===== src/rtl/isa_pkg.sv =====
// ISA definitions for the 4-bit computer's instruction sequencer.
// Holds the opcode map, sequencer state encoding, ALU op codes, instruction
// field positions and the decoded control bundle shared by decoder and sequencer.
package isa_pkg;

   localparam int ISA_WORD_W = 10;
   localparam int ISA_ADDR_W = 4;
   localparam int ISA_DATA_W = 4;

   // Instruction fields: [9:6] opcode, [5] reserved, [4] register select, [3:0] imm/target
   localparam int OPC_MSB    = 9;
   localparam int OPC_LSB    = 6;
   localparam int REGSEL_BIT = 4;
   localparam int IMM_MSB    = 3;
   localparam int IMM_LSB    = 0;

   typedef enum logic [3:0] {
      OP_NOP = 4'h0,
      OP_LDI = 4'h1,
      OP_ADD = 4'h2,
      OP_SUB = 4'h3,
      OP_AND = 4'h4,
      OP_MOV = 4'h5,
      OP_JMP = 4'h6,
      OP_JZ  = 4'h7,
      OP_JC  = 4'h8,
      OP_OUT = 4'h9,
      OP_HLT = 4'hF
   } opcode_t;

   typedef enum logic [1:0] {FETCH, DECODE, EXEC, HALT} seq_state_t;

   typedef enum logic [1:0] {ALU_ADD, ALU_SUB, ALU_AND, ALU_PASS} alu_op_t;

   typedef struct packed {
      logic                  reg_wr;
      logic                  reg_sel;
      logic                  imm_sel;
      logic [ISA_DATA_W-1:0] imm;
      alu_op_t               alu_op;
      logic                  out_en;
      logic                  jmp;
      logic                  jz;
      logic                  jc;
      logic                  hlt;
   } ctrl_bundle_t;

endpackage


===== src/rtl/instr_decoder.sv =====
// Combinational instruction decoder.
// Ports:
//   ir      in   instruction register contents
//   ctrl    out  decoded control bundle (strobe requests are unqualified by state)
//   illegal out  opcode is in the undefined range (A-E); bundle is then a NOP
module instr_decoder
   import isa_pkg::*;
(
   input  logic [ISA_WORD_W-1:0] ir,
   output ctrl_bundle_t          ctrl,
   output logic                  illegal
);

   // Bit 5 is reserved and carries no meaning to the decoder.
   logic unused_rsvd;
   assign unused_rsvd = ir[5];

   always_comb begin
      ctrl     = '0;
      illegal  = 1'b0;
      ctrl.imm = ir[IMM_MSB:IMM_LSB];
      case (opcode_t'(ir[OPC_MSB:OPC_LSB]))
         OP_NOP: ;
         OP_LDI: begin
            ctrl.reg_wr  = 1'b1;
            ctrl.imm_sel = 1'b1;
            ctrl.reg_sel = ir[REGSEL_BIT];
         end
         OP_ADD: begin ctrl.reg_wr = 1'b1; ctrl.alu_op = ALU_ADD;  end
         OP_SUB: begin ctrl.reg_wr = 1'b1; ctrl.alu_op = ALU_SUB;  end
         OP_AND: begin ctrl.reg_wr = 1'b1; ctrl.alu_op = ALU_AND;  end
         OP_MOV: begin ctrl.reg_wr = 1'b1; ctrl.alu_op = ALU_PASS; end // B -> A
         OP_JMP: ctrl.jmp    = 1'b1;
         OP_JZ:  ctrl.jz     = 1'b1;
         OP_JC:  ctrl.jc     = 1'b1;
         OP_OUT: ctrl.out_en = 1'b1;
         OP_HLT: ctrl.hlt    = 1'b1;
         default: illegal    = 1'b1;
      endcase
   end

endmodule


===== src/rtl/instr_sequencer.sv =====
// Fetch/decode/execute sequencer for the 4-bit computer.
// Each instruction takes FETCH -> DECODE -> EXEC (3 cycles); HLT parks in HALT.
// Ports:
//   clk, rst_n            clock, async active-low reset
//   run                   sequence when 1, stall at FETCH when 0
//   prog                  instruction word at the current PC
//   zeroFlag, carryFlag   ALU flags, sampled during EXEC for JZ/JC
//   pcInc, pcLoad         PC requests (one-cycle, EXEC only, mutually exclusive)
//   pcLoadVal, immVal     jump target / immediate (held between instructions)
//   regWrEn, regSel, immSel, aluOp   register-file write control
//   outEn                 latch A into output port
//   halted, illegalOp     status (illegalOp sticky until reset)
module instr_sequencer
   import isa_pkg::*;
#(
   parameter int WORD_W = 10,
   parameter int ADDR_W = 4,
   parameter int DATA_W = 4
) (
   input  logic              clk,
   input  logic              rst_n,
   input  logic              run,
   input  logic [WORD_W-1:0] prog,
   input  logic              zeroFlag,
   input  logic              carryFlag,
   output logic              pcInc,
   output logic              pcLoad,
   output logic [ADDR_W-1:0] pcLoadVal,
   output logic              regWrEn,
   output logic              regSel,
   output logic              immSel,
   output logic [DATA_W-1:0] immVal,
   output logic [1:0]        aluOp,
   output logic              outEn,
   output logic              halted,
   output logic              illegalOp
);

   seq_state_t   state, nxt;
   logic [ISA_WORD_W-1:0] ir;
   ctrl_bundle_t dec, ctrl_q;
   logic         dec_ill, ill_cur, ill_q;
   logic         taken;

   instr_decoder u_dec (
      .ir      (ir),
      .ctrl    (dec),
      .illegal (dec_ill)
   );

   always_ff @(posedge clk or negedge rst_n) begin
      if (!rst_n) begin
         state   <= FETCH;
         ir      <= '0;
         ctrl_q  <= '0;
         ill_cur <= 1'b0;
         ill_q   <= 1'b0;
      end else begin
         state <= nxt;
         if (state == FETCH && run) ir <= prog;
         if (state == DECODE) begin
            ctrl_q  <= dec;
            ill_cur <= dec_ill;
         end
         if (state == EXEC && ill_cur) ill_q <= 1'b1;
      end
   end

   // Branch condition uses the flags as seen during EXEC, not at decode time.
   assign taken = ctrl_q.jmp | (ctrl_q.jz & zeroFlag) | (ctrl_q.jc & carryFlag);

   always_comb begin
      nxt     = state;
      pcInc   = 1'b0;
      pcLoad  = 1'b0;
      regWrEn = 1'b0;
      outEn   = 1'b0;
      case (state)
         FETCH:  if (run) nxt = DECODE;
         DECODE: nxt = EXEC;
         EXEC: begin
            nxt     = ctrl_q.hlt ? HALT : FETCH;
            pcLoad  = taken;
            pcInc   = ~taken & ~ctrl_q.hlt;
            regWrEn = ctrl_q.reg_wr;
            outEn   = ctrl_q.out_en;
         end
         HALT:   nxt = HALT;
         default: nxt = FETCH;
      endcase
   end

   // Operand/select outputs come straight from the registered bundle so they
   // stay stable outside EXEC and clear on reset.
   assign pcLoadVal = ctrl_q.imm[ADDR_W-1:0];
   assign immVal    = ctrl_q.imm[DATA_W-1:0];
   assign regSel    = ctrl_q.reg_sel;
   assign immSel    = ctrl_q.imm_sel;
   assign aluOp     = ctrl_q.alu_op;
   assign halted    = (state == HALT);
   // Flag rises during the EXEC of the offending op, then the sticky bit holds it.
   assign illegalOp = ill_q | (state == EXEC && ill_cur);

endmodule

===== config.mk =====
export PLATFORM = sky130hd
export DESIGN_NAME = instr_sequencer
export DESIGN_NICKNAME = d
export VERILOG_FILES = /design/src/rtl/isa_pkg.sv /design/src/rtl/instr_decoder.sv /design/src/rtl/instr_sequencer.sv
export SDC_FILE = /design/constraint.sdc
export NUM_CORES = 1
export LEC_CHECK = 0
export CORE_ASPECT_RATIO = 1.2
export CORE_MARGIN = 2
export CORE_UTILIZATION = 30
export DETAILED_ROUTE_END_ITERATION = 10
export PLACE_DENSITY_LB_ADDON = 0.2
export SYNTH_ARGS = -nofsm -noshare
export SYNTH_HDL_FRONTEND = slang
export SYNTH_HIERARCHICAL = 1
export SYNTH_SLANG_ARGS = --single-unit

===== constraint.sdc =====
create_clock -name clk -period 1.2 [get_ports clk]
set_input_delay 0.18 -clock clk [delete_from_list [all_inputs] [get_ports clk]]
set_output_delay 0.18 -clock clk [all_outputs]
set_load 0.02 [all_outputs]

## Word-level counts from Yosys, hierarchy flattened

Cells that the tools add are included.

- Eq/ne operators: 14
- Multiplexer cells: 16
- Bitwise logic cells: 8
- Reduce and logical (&&, ||, !) cells: 6

Operator list:

| cell | number |
|---|---|
| equality test 4 x 3 -> 1 bit (second input constant) | 4 |
| equality test 4 bit (second input constant) | 3 |
| 2-to-1 mux 1 bit | 11 |
| OR reduction 11 bit | 1 |
| equality test 4 x 2 -> 1 bit (second input constant) | 2 |
| case mux 2 bit (4 select lines) | 1 |
| 2-to-1 mux 2 bit | 3 |
| case mux 2 bit (3 select lines) | 1 |
| OR reduction 5 bit | 1 |
| equality test 2 bit (second input constant) | 2 |
| equality test 4 x 1 -> 1 bit (second input constant) | 1 |
| zero test 4 bit | 1 |
| AND 1 bit | 3 |
| bitwise OR 1 bit | 3 |
| equality test 2 x 1 -> 1 bit (second input constant) | 1 |
| logical AND 1 bit | 2 |
| zero test 2 bit | 1 |
| inequality test 2 bit (second input constant) | 1 |
| inverter 1 bit | 2 |

- Flip-flop bits (word level): 28
- Bits of input ports: 15
- Output and inout bits: 18
- Word-level logic and storage cells: 58

## Longest topological paths before layout

- Word-level depth: 6
- Mapped depth: 4
- Mapped depth without buffers: 3

## Cells and area by module

Netlist, hierarchy kept.

Modules (own cells, without submodules):

| module | times used | cells an instance | area each (um2) | sequential area each (um2) |
|---|---|---|---|---|
| instr_sequencer | 1 | 81 | 1243.7 | 700.7 |
| instr_decoder | 1 | 23 | 171.4 | 0.0 |

## Worst setup path after synthesis

OpenSTA, ideal clock, no wires.

- Path kind: flip-flop to output port
- From: register ctrl_q[2] in the netlist's numbering
- To: output pcInc
- Data arrival time: 1.231 ns
- Data required time: 1.020 ns
- Path slack: -0.211 ns
- Cell stages (with the launch flop): 3
- Buffers on the path: 0
- Path through: dfrtp_1 -> a221oi_1 -> nor3b_1

- Cells in the longest elaborated chain, start to end: 6

RTL lines:

| item | line | text |
|---|---|---|
| from (decl) | instr_sequencer.sv:41 | `ctrl_bundle_t dec, ctrl_q;` |
| from (signal assigned) | instr_sequencer.sv:55 | `ctrl_q <= '0;` |
| from (signal assigned) | instr_sequencer.sv:62 | `ctrl_q <= dec;` |
| AND 1 bit | instr_sequencer.sv:70 | `assign taken = ctrl_q.jmp \| (ctrl_q.jz & zeroFlag) \| (ctrl_q.jc & carryFlag);` |
| bitwise OR 1 bit (2 in series) | instr_sequencer.sv:70 |  |
| inverter 1 bit | instr_sequencer.sv:84 | `pcInc = ~taken & ~ctrl_q.hlt;` |
| AND 1 bit | instr_sequencer.sv:84 |  |
| 2-to-1 mux 1 bit | instr_sequencer.sv:78 | `case (state)` |
| to (decl) | instr_sequencer.sv:26 | `output logic pcInc,` |

Every way passes these cells.

## Worst setup path after layout

Same ends and word-level chain as after synthesis.

==> impl_metrics.toml <==
[run_status]
status = "finished with violations"
violations = "negative setup slack"

[global_route]
antenna_found_initial = 0
grtUsageTotal_pct = 11.0
overflow = 0
grt_max_degree = 28
grt_pass1_vias = 863
grt_first_pass_wirelength_mm = 4.28

[sta]
period_share_pct = 125
holdWs_ps = 255
rsz0062_at_grt = "yes"
finalSetupViolations = 30
relSlewSlack_pct = 77.3
period_needed_ps = 1500
skew_ps = 3.52
fmax_mhz = 668
setup_slack_ps = -297
hold_violations = 0
tightest_slew_ps = 338
drv_slew = 0

[floorplan]
pin_count = 33
die_area_um2 = 5160
core_area_um2 = 4490
placementRows = 27
die_h_um = 78.3
dieWidth_um = 65.9
start_util_pct = 30.7

[setup_path]
crit_type = "reg2out"
slowest_stage = "dfrtp_1"
max_stage_delay_ps = 400
start_kind = "register"
cp_cell_sequence = "a221oi_2 -> nor3b_2 -> buf_4"
crit_fanout = 2
critPathRequiredTime_ps = 1020
critical_path.top_delay_family = "flip-flops"
cp.arrival_ps = 1320
critPathCaptureType = "primary output"
cp.buffers_inverters = 1

[worst_hold_path]
hold_path.class = "in2async"

[placed_design]
io_buffers = 31
dp_hpwl_mm = 1.72
gp_congestion = 0.691

[clock_network]
insertion_delay_ps = 270
cts_buffer_depth = 2
numCtsBuffers = 3
clk_pin_slew_worst_paths_ps = 90
cts.hold.buffers_added = 0
cts-root-buf = "clkbuf_8"
cts_tree = "yes"
cts_sinks = 27
cts_max_level = 1

[drt]
wl_per_cell_um = 13.0
drt-initial-drc-count = 22
dr.pass1.iters = 4
viasPerCell = 4.35
drc = 0
dr_total_vias = 884
ant_nets = 0
drt-total-wl_mm = 2.63

[pwr]
p_leak_nw = 0.966
ir_drop_v = 0.000705
total_power_mw = 5.43
power.density_nw_per_um2 = 2700

[job]
max-cap-violations = 0

[layout]
antenna_cells = 0
nets = 161
area_delta_synth_final_pct = 46.0
drive_above_1_share_pct = 51.0
post-route-util_pct = 44.8

[synth]
syn_avg_cell_area_um2 = 13.5
synth_warnings = 6
synthCells = 102
synth_fp_nets = 117
syn-cell-area_um2 = 1380
==> final timing paths <==
path | startpoint | depth (start not counted) | to | slack, ps
max | ctrl_q[2] | 3 | pcInc | -300
min | rst_n | 2 | aluOp[1] | 260
max reg2reg | state[1] | 5 | ir[6] | -210
min reg2reg | ill_q | 1 | ill_q | 470
max in group asynchronous | rst_n | 2 | ir[7] | 780
min in group clk | ill_q | 1 | ill_q | 470
==> per-layer routing <==
metal  GRT usage (%)  wire, µm  up-vias
met1            13.8      1160      439
li1                -         -      428
met3            1.43        62        2
met4            6.04        43        0
met2            18.2      1370       15
met5               0         0        -
==> state kept, by name (all words and copies together), names as in the netlist <==
register  flops
state         2
ill_cur       1
aluOp         2
immVal        4
immSel        1
ill_q         1
ctrl_q        6
regSel        1
ir            9
==> power breakdown <==
group          internal [mW]  leakage (nW)  switching, mW
sequential              1.36         0.333          0.390
clock                  0.238        0.0228          0.279
combinational           2.00         0.610           1.17
==> cell usage in the layout (no fill, tap or decap), types with 3 or more instances in the layout <==
| cell type | instances |
|---|---|
| nor2_1 | 3 |
| and2_4 | 3 |
| buf_4 | 21 |
| clkdlybuf4s15_1 | 11 |
| mux2_2 | 5 |
| clkdlybuf4s50_1 | 13 |
| buf_12 | 3 |
| clkbuf_8 | 3 |
| dfrtp_1 | 25 |
| buf_6 | 8 |
| mux2_4 | 19 |
==> metrics by stage <==
stage	worst slack, ps	setup TNS (ps)	instances	area [µm²]
global route	-382	-5760	203	2010
CTS	-329	-3870	201	1970
global placement	-740	-6070	191	1810
detailed placement	-792	-6360	191	1810
floorplan	-38.4	-668	102	1420
finish	-297	-4020	203	2010
==> final cells by class <==
cell class	count	area (µm²)
timing repair buffer	59	612
clock buffer	4	45.0
tap	58	72.6
multi-input combinational	54	602
sequential	27	678
fill	435	2480
inverter	1	3.75
==> what timing repair did <==
item	in CTS	in global routing
pin swaps	4	2
resized for setup	59	16
buffers inserted	5	3
gates cloned	2	0
endpoints found under the setup margin	42	42
Power figures use the tool's default switching activity.
